--- src/rtl/shift_reg_pkg.sv ---
// shift_reg_pkg: mode encodings shared by the universal shift register and its bench
package shift_reg_pkg;
   localparam logic [1:0] MODE_HOLD = 2'b00;
   localparam logic [1:0] MODE_SHR  = 2'b01;
   localparam logic [1:0] MODE_SHL  = 2'b10;
   localparam logic [1:0] MODE_LOAD = 2'b11;

   function automatic logic is_shift(input logic [1:0] mode);
      return (mode == MODE_SHR) || (mode == MODE_SHL);
   endfunction
endpackage

--- src/rtl/shift_frame_cnt.sv ---
// shift_frame_cnt: counts shift edges per frame, wraps at WIDTH and emits a one-cycle frame_done
module shift_frame_cnt #(
   parameter int WIDTH = 8
) (
   input  logic                         clk,
   input  logic                         reset,
   input  logic                         en,
   input  logic                         shift,
   input  logic                         load,
   output logic [$clog2(WIDTH+1)-1:0]   shift_cnt,
   output logic                         frame_done
);
   localparam int CW = $clog2(WIDTH + 1);

   logic last;

   assign last = shift_cnt == CW'(WIDTH - 1);

   // advance on enabled shifts, restart on load, pulse frame_done on the wrapping shift
   always_ff @(posedge clk or posedge reset) begin
      if (reset) begin
         shift_cnt  <= '0;
         frame_done <= 1'b0;
      end else begin
         frame_done <= en && shift && last;
         if (en && load)
            shift_cnt <= '0;
         else if (en && shift)
            shift_cnt <= last ? '0 : shift_cnt + 1'b1;
      end
   end
endmodule

--- src/rtl/shift_reg_univ.sv ---
// shift_reg_univ: universal shift register with hold, shift right/left, parallel load and frame counting
module shift_reg_univ
   import shift_reg_pkg::*;
#(
   parameter int               WIDTH       = 8,
   parameter logic [WIDTH-1:0] RESET_VALUE = '0
) (
   input  logic                         clk,
   input  logic                         reset,
   input  logic                         en,
   input  logic [1:0]                   mode,
   input  logic                         sdi_r,
   input  logic                         sdi_l,
   input  logic [WIDTH-1:0]             pdi,
   output logic [WIDTH-1:0]             pdo,
   output logic                         sdo_r,
   output logic                         sdo_l,
   output logic [$clog2(WIDTH+1)-1:0]   shift_cnt,
   output logic                         frame_done
);
   logic [WIDTH-1:0] q;
   logic [WIDTH-1:0] q_next;

   // next register content selected by mode
   always_comb begin
      q_next = mode == MODE_SHR  ? {sdi_r, q[WIDTH-1:1]} :
               mode == MODE_SHL  ? {q[WIDTH-2:0], sdi_l} :
               mode == MODE_LOAD ? pdi : q;
   end

   // data register, frozen when en is low
   always_ff @(posedge clk or posedge reset) begin
      if (reset)
         q <= RESET_VALUE;
      else if (en)
         q <= q_next;
   end

   assign pdo   = q;
   assign sdo_r = q[0];
   assign sdo_l = q[WIDTH-1];

   shift_frame_cnt #(.WIDTH(WIDTH)) u_cnt (
      .clk        (clk),
      .reset      (reset),
      .en         (en),
      .shift      (is_shift(mode)),
      .load       (mode == MODE_LOAD),
      .shift_cnt  (shift_cnt),
      .frame_done (frame_done)
   );
endmodule

--- config.mk ---
export PLATFORM = sky130hd
export DESIGN_NAME = shift_reg_univ
export DESIGN_NICKNAME = d
export VERILOG_FILES = /design/src/rtl/shift_reg_pkg.sv /design/src/rtl/shift_frame_cnt.sv /design/src/rtl/shift_reg_univ.sv
export SDC_FILE = /design/constraint.sdc
export NUM_CORES = 1
export LEC_CHECK = 0
export CORE_MARGIN = 4
export CORE_UTILIZATION = 39
export DETAILED_ROUTE_END_ITERATION = 10
export GPL_ROUTABILITY_DRIVEN = 0
export PLACE_DENSITY = 0.77
export SLEW_MARGIN = 20
export SYNTH_ARGS = -nofsm -noshare
export SYNTH_HDL_FRONTEND = slang
export SYNTH_SLANG_ARGS = --single-unit
--- constraint.sdc ---
create_clock -name clk -period 1 [get_ports clk]
set_input_delay 0.3 -clock clk [delete_from_list [all_inputs] [get_ports clk]]
set_output_delay 0.3 -clock clk [all_outputs]
set_load 0.05 [all_outputs]
==> flow_summary_export.csv, run 1 <==
group,metric,value,unit
logic_synthesis,synthCells,79,
timing,tightest_slew,356,ps
setup_path,crit_path_max_fanout,3,
detailed_routing,wirelength,3.15,mm
clock_network,clk_pin_slew_worst_paths,90,ps
setup_path,rrSetupSlack,-250,ps
floorplan,fp.dieH,54.5,um
global_route,grt_pass1_wl,4.63,mm
detailed_routing,drc,0,
clock_network,hold_buffers,0,
finish,syn_to_final_growth,110,%
logic_synthesis,yosysUniqueCellTypes,21,
setup_path,worstSetupPathType,"reg2out",
timing,hold_violations,0,
placed_design,place_area,0.00149,mm2
clock_network,numCtsBuffers,3,
floorplan,num_rows,16,
global_route,gr-total-overflow,0,
timing,period_share,129,%
setup_path,end_kind,"primary output",
timing,max_freq,0.773,GHz
logic_synthesis,synth_area,842,um2
power,leakagePower,0.754,nW
finish,drive_above_1_share,64.2,%
timing,setup_ws,-293,ps
detailed_routing,first_pass_iters,4,
power,peakVddDrop,2170,uV
clock_network,clk_latency,280,ps
logic_synthesis,yosysSeqAreaShare,38.6,%
setup_path,rr_worst_depth,4,
floorplan,fp.dieArea,0.00297,mm2
finish,stdcell_count,164,
detailed_routing,vias_per_cell,5.26,
finish,layout.nets,158,
finish,fin_area,0.00176,mm2
timing,drv_slew,0,
timing,setup_viol_count_final,28,
global_route,grt_usage,22.5,%
detailed_routing,drt-initial-drc-count,9,
setup_path,crit_required,700,ps
logic_synthesis,avgSynthCellArea,10.7,um2
setup_path,r2r-start,"pdo[3]",
outcome,violations,"negative setup slack",
timing,slew_headroom,76.0,%
clock_network,cts.sinks,13,
clock_network,h-tree-depth,1,
floorplan,core,0.00200,mm2
outcome,outcome,"finished, violations left",
finish,fillers,83,
hold_path,worstHoldPathType,"in2async",
setup_path,worstPathArrival,990,ps
placed_design,dp_cells,146,
finish,n_antenna_cell,0,
finish,multi_input_area,579,um2
placed_design,dp_hpwl,1.71,mm
clock_network,cts_buffer_depth,2,
logic_synthesis,ys_ff_latch,13,
global_route,grt_pass1_vias,921,
placed_design,io_buffers,29,
setup_path,r2r_end,"pdo[4]",
job,drv_cap,0,
global_route,grt_start_max_net_pins,17,
clock_network,cts_tree,"done",
floorplan,die_w,54.5,um
timing,min_period,1290,ps
detailed_routing,wl_per_cell,19.2,um
floorplan,start_util,42.1,%
logic_synthesis,ys_warn_count,0,
setup_path,worstSetupStartpointType,"flop",
clock_network,cts_root_buffer,"clkbuf_4",
power,power_density,2040,mW/mm2
timing,finClkSkew,3.94,ps
timing,rsz0062_at_grt,"true",
floorplan,ios,30,
timing,hold_ws,331,ps
detailed_routing,ant_nets,0,
power,totalPowerFinal,3.61,mW
logic_synthesis,synthesis.nets,99,
detailed_routing,vias,863,
placed_design,pre_cts_ws,-848,ps
finish,register_area,340,um2
global_route,antenna_found_initial,0,
-- metrics by stage --
step                      TNS, ps  util (%)
after floorplan             -2010         -
after global placement      -9810      74.4
after detailed placement   -10410      74.4
after CTS                   -5530      85.6
after global routing        -6360      88.1
final                       -5550      88.1
-- flip-flops by register name, summed over array words and instances (netlist names) --
name,flops
pdo,8
u_cnt.shift_cnt,4
u_cnt.frame_done,1
-- power breakdown --
group	switching (mW)	total, mW	internal (mW)
registers	0.149	0.827	0.677
logic	1.10	2.44	1.34
clock network	0.184	0.339	0.155
total	1.44	3.61	2.17
-- critical path, cell delays in order (launching register included) --
cell and delay (ps):
dfrtp_2 440, buf_12 140, buf_12 140
-- cells in the mapped netlist (all sizes together) --
cell type	count	area, um2
dfrtp	13	325
nand2	12	45.0
o21ai	12	60.1
mux2	8	120
mux2i	8	80.1
ha	5	62.6
inv	5	18.8
buf	4	37.5
a21oi	2	10.0
nand3b	2	15.0
nor2	2	23.8
a211oi	1	7.51
a31oi	1	6.26
and3b	1	10.0
nand3	1	5.00
nor2b	1	6.26
o2bb2ai	1	8.76
-- worst max-delay path by stage --
stage | startpoint | to | slack (ps)
after floorplan | mode[0] | pdo[3] | -190
after global placement | mode[0] | u_cnt.shift_cnt[3] | -800
after detailed placement | mode[0] | pdo[2] | -850
after CTS | pdo[0] | sdo_r | -300
after global routing | pdo[0] | sdo_r | -330
final | pdo[0] | sdo_r | -290
-- layout by cell type, fill, tap and decap left out, types with 2 or more instances in the layout --
master           synthesis  layout
buf_12                   0      18
buf_6                    2      16
nand2_1                 12      12
buf_4                    2      12
dfrtp_2                  0      12
clkdlybuf4s50_1          0      11
o21ai_1                  8      10
mux2_4                   8       8
mux2i_1                  8       6
ha_4                     0       5
clkbuf_4                 0       3
inv_2                    1       2
inv_1                    4       2
nand3b_1                 2       2
a21oi_2                  0       2
-- layer usage --
| layer | track usage [%] | wire, um |
|---|---|---|
| met1 | 26.5 | 1180 |
| met2 | 39.4 | 1710 |
| met3 | 5.45 | 149 |
| met4 | 7.88 | 120 |
| met5 | 0 | 0 |
-- area by class of cell --
type	instances	share of cell area, %
repair buffers	58	42.5
multi-input cells	57	32.8
flip-flops and latches	13	19.3
inverters	5	1.99
well taps	27	1.91
clock buffers	4	1.49
-- cell families (layout without fill, tap and decap cells) --
| logic type | count (synthesis) | count (layout) | synth area share, % |
|---|---|---|---|
| AOI/OAI and AO/OA | 17 | 17 | 11.0 |
| adders and majority gates | 5 | 5 | 7.43 |
| buffers and inverters | 9 | 67 | 6.68 |
| DFF | 13 | 13 | 38.6 |
| muxes | 16 | 16 | 23.8 |
| and+or+nand+nor | 19 | 19 | 12.5 |
-- repair_timing --
| action | 4_1_cts | 5_1_grt |
|---|---|---|
| setup endpoints to repair | 28 | 28 |
| pin swaps | 7 | 13 |
| setup buffers | 14 | 3 |
| endpoints found under the hold margin | 0 | 0 |
| cloned | 0 | 0 |
| resized for setup | 31 | 16 |
No activity file was read; power rests on OpenSTA's default activity.
==> run 2: changes to the inputs <==
CTS_CLUSTER_SIZE = 28   (was unset)
SETUP_SLACK_MARGIN = 0.5   (was unset)
==> run 2 against run 1 <==
Largest power group unchanged. The run still ends with negative setup slack left. Register-to-register slack improved by 30 ps. Clock power is 1% higher. Sequential cell count unchanged. Sequential share of layout area increased by 0.13 points. Combinational power about the same. Utilization down 0.25 points. Setup slack worse by 1.2 ps.
==> flow_summary_export.csv, run 2 (same netlist as run 1, synthesis figures left out) <==
group,metric,value,unit
floorplan,fp.dieH,54.5,um
detailed_routing,wl_per_cell,18.0,um
setup_path,worstSetupStartpointType,"flop",
detailed_routing,wirelength,2.99,mm
clock_network,cts_tree,"done",
power,power_density,2050,mW/mm2
job,drv_cap,0,
detailed_routing,vias_per_cell,5.09,
power,peakVddDrop,2030,uV
finish,drive_above_1_share,63.3,%
floorplan,start_util,42.1,%
hold_path,worstHoldPathType,"in2async",
power,leakagePower,0.766,nW
detailed_routing,vias,845,
floorplan,core,0.00200,mm2
global_route,grt_start_max_net_pins,17,
setup_path,r2r_end,"pdo[1]",
timing,slew_headroom,83.5,%
setup_path,end_kind,"primary output",
floorplan,num_rows,16,
clock_network,cts.sinks,13,
timing,finClkSkew,3.54,ps
finish,n_antenna_cell,0,
global_route,gr-total-overflow,0,
placed_design,io_buffers,29,
finish,layout_commonest_cell,"buf_12",
floorplan,die_w,54.5,um
clock_network,clk_pin_slew_worst_paths,90,ps
clock_network,h-tree-depth,1,
timing,setup_ws,-294,ps
timing,max_freq,0.773,GHz
clock_network,clk_latency,280,ps
placed_design,place_area,0.00151,mm2
finish,fin_area,0.00176,mm2
floorplan,fp.dieArea,0.00297,mm2
finish,largest_reg_flops,8,
global_route,grt_pass1_vias,912,
detailed_routing,first_pass_iters,4,
timing,setup_viol_count_final,28,
setup_path,rr_worst_depth,4,
setup_path,r2r-start,"pdo[0]",
detailed_routing,drt-initial-drc-count,19,
clock_network,cts_root_buffer,"clkbuf_4",
setup_path,rrSetupSlack,-220,ps
timing,rsz0062_at_grt,"true",
global_route,grt_pass1_wl,4.62,mm
timing,drv_slew,0,
timing,hold_violations,0,
timing,fin_tns_setup,-5990,ps
finish,layout.nets,160,
setup_path,crit_path_max_fanout,2,
setup_path,worstPathArrival,990,ps
placed_design,dp_hpwl,1.86,mm
finish,syn_to_final_growth,109,%
finish,most-common-layout-cells,"buf_12 (19), buf_4 (16), dfrtp_2 (13), nand2_1 (12)",
clock_network,cts_buffer_depth,2,
setup_path,crit_end,"shift_cnt[1]",
timing,tightest_slew,245,ps
global_route,grt_usage,22.9,%
timing,period_share,129,%
outcome,outcome,"finished, violations left",
timing,min_period,1290,ps
setup_path,crit_required,700,ps
clock_network,numCtsBuffers,3,
setup_path,startpoint,"u_cnt.shift_cnt[1]",
outcome,violations,"negative setup slack",
detailed_routing,drc,0,
setup_path,worstSetupPathType,"reg2out",
global_route,antenna_found_initial,0,
detailed_routing,ant_nets,0,
floorplan,ios,30,
[run 2: cell count changes in the layout (fill, tap and decap cells not counted), sizes merged]
| cell | delta |
|---|---|
| buf | +1 |
| clkdlybuf4s15 | +1 |
[run 2: metrics by stage]
| stage | utilization [%] | power, mW | hold WS, ps | setup WS, ps | std cells |
|---|---|---|---|---|---|
| after floorplan | - | 1.75 | 177 | -192 | 79 |
| after global placement | 75.2 | 2.74 | 516 | -798 | 146 |
| after detailed placement | 75.2 | 2.83 | 520 | -870 | 146 |
| after CTS | 86.4 | 3.50 | 335 | -287 | 164 |
| after global routing | 87.9 | 3.73 | 337 | -313 | 166 |
| final | 87.9 | 3.61 | 324 | -294 | 166 |
[run 2: cell type report]
cell class                 instances  area (um2)
clock buffer                       4        26.3
fill                              91         243
inverter                           5        35.0
multi-input combinational         57         553
sequential                        13         342
tap                               27        33.8
timing repair buffer              60         769
[run 2: metal layers]
layer / GRT usage (%) / part of all wire [%] / vias up
li1: - / - / 390
met1: 26.4 / 42 / 425
met2: 38.8 / 52 / 24
met3: 2.72 / 2.5 / 6
met4: 16.2 / 2.8 / 0
met5: 0 / 0 / -
[run 2: worst min-delay path by stage]
| stage | endpoint | depth (start not counted) |
|---|---|---|
| after global placement | u_cnt.shift_cnt[2] | 1 |
| after global routing | pdo[5] | 3 |
| after floorplan | pdo[0] | 1 |
| final | pdo[5] | 3 |
| after detailed placement | u_cnt.shift_cnt[2] | 1 |
| after CTS | pdo[5] | 3 |
[run 2: worst max-delay path, stage by stage (launching register included)]
cell	delay, ps
dfrtp_2	440
buf_12	130
buf_12	130
[run 2: repair_timing]
| item | 4_1_cts | 5_1_grt |
|---|---|---|
| setup endpoints to repair | 28 | 28 |
| hold endpoints to repair | 0 | 0 |
| setup buffers | 14 | 2 |
| pin swaps | 6 | 5 |
| hold buffers | 0 | 0 |
| resized for setup | 27 | 5 |
[run 2: where the power goes]
group	leakage [nW]	internal (mW)	switching, mW
logic	0.604	1.35	1.09
clock network	0.0150	0.155	0.188
registers	0.147	0.677	0.149
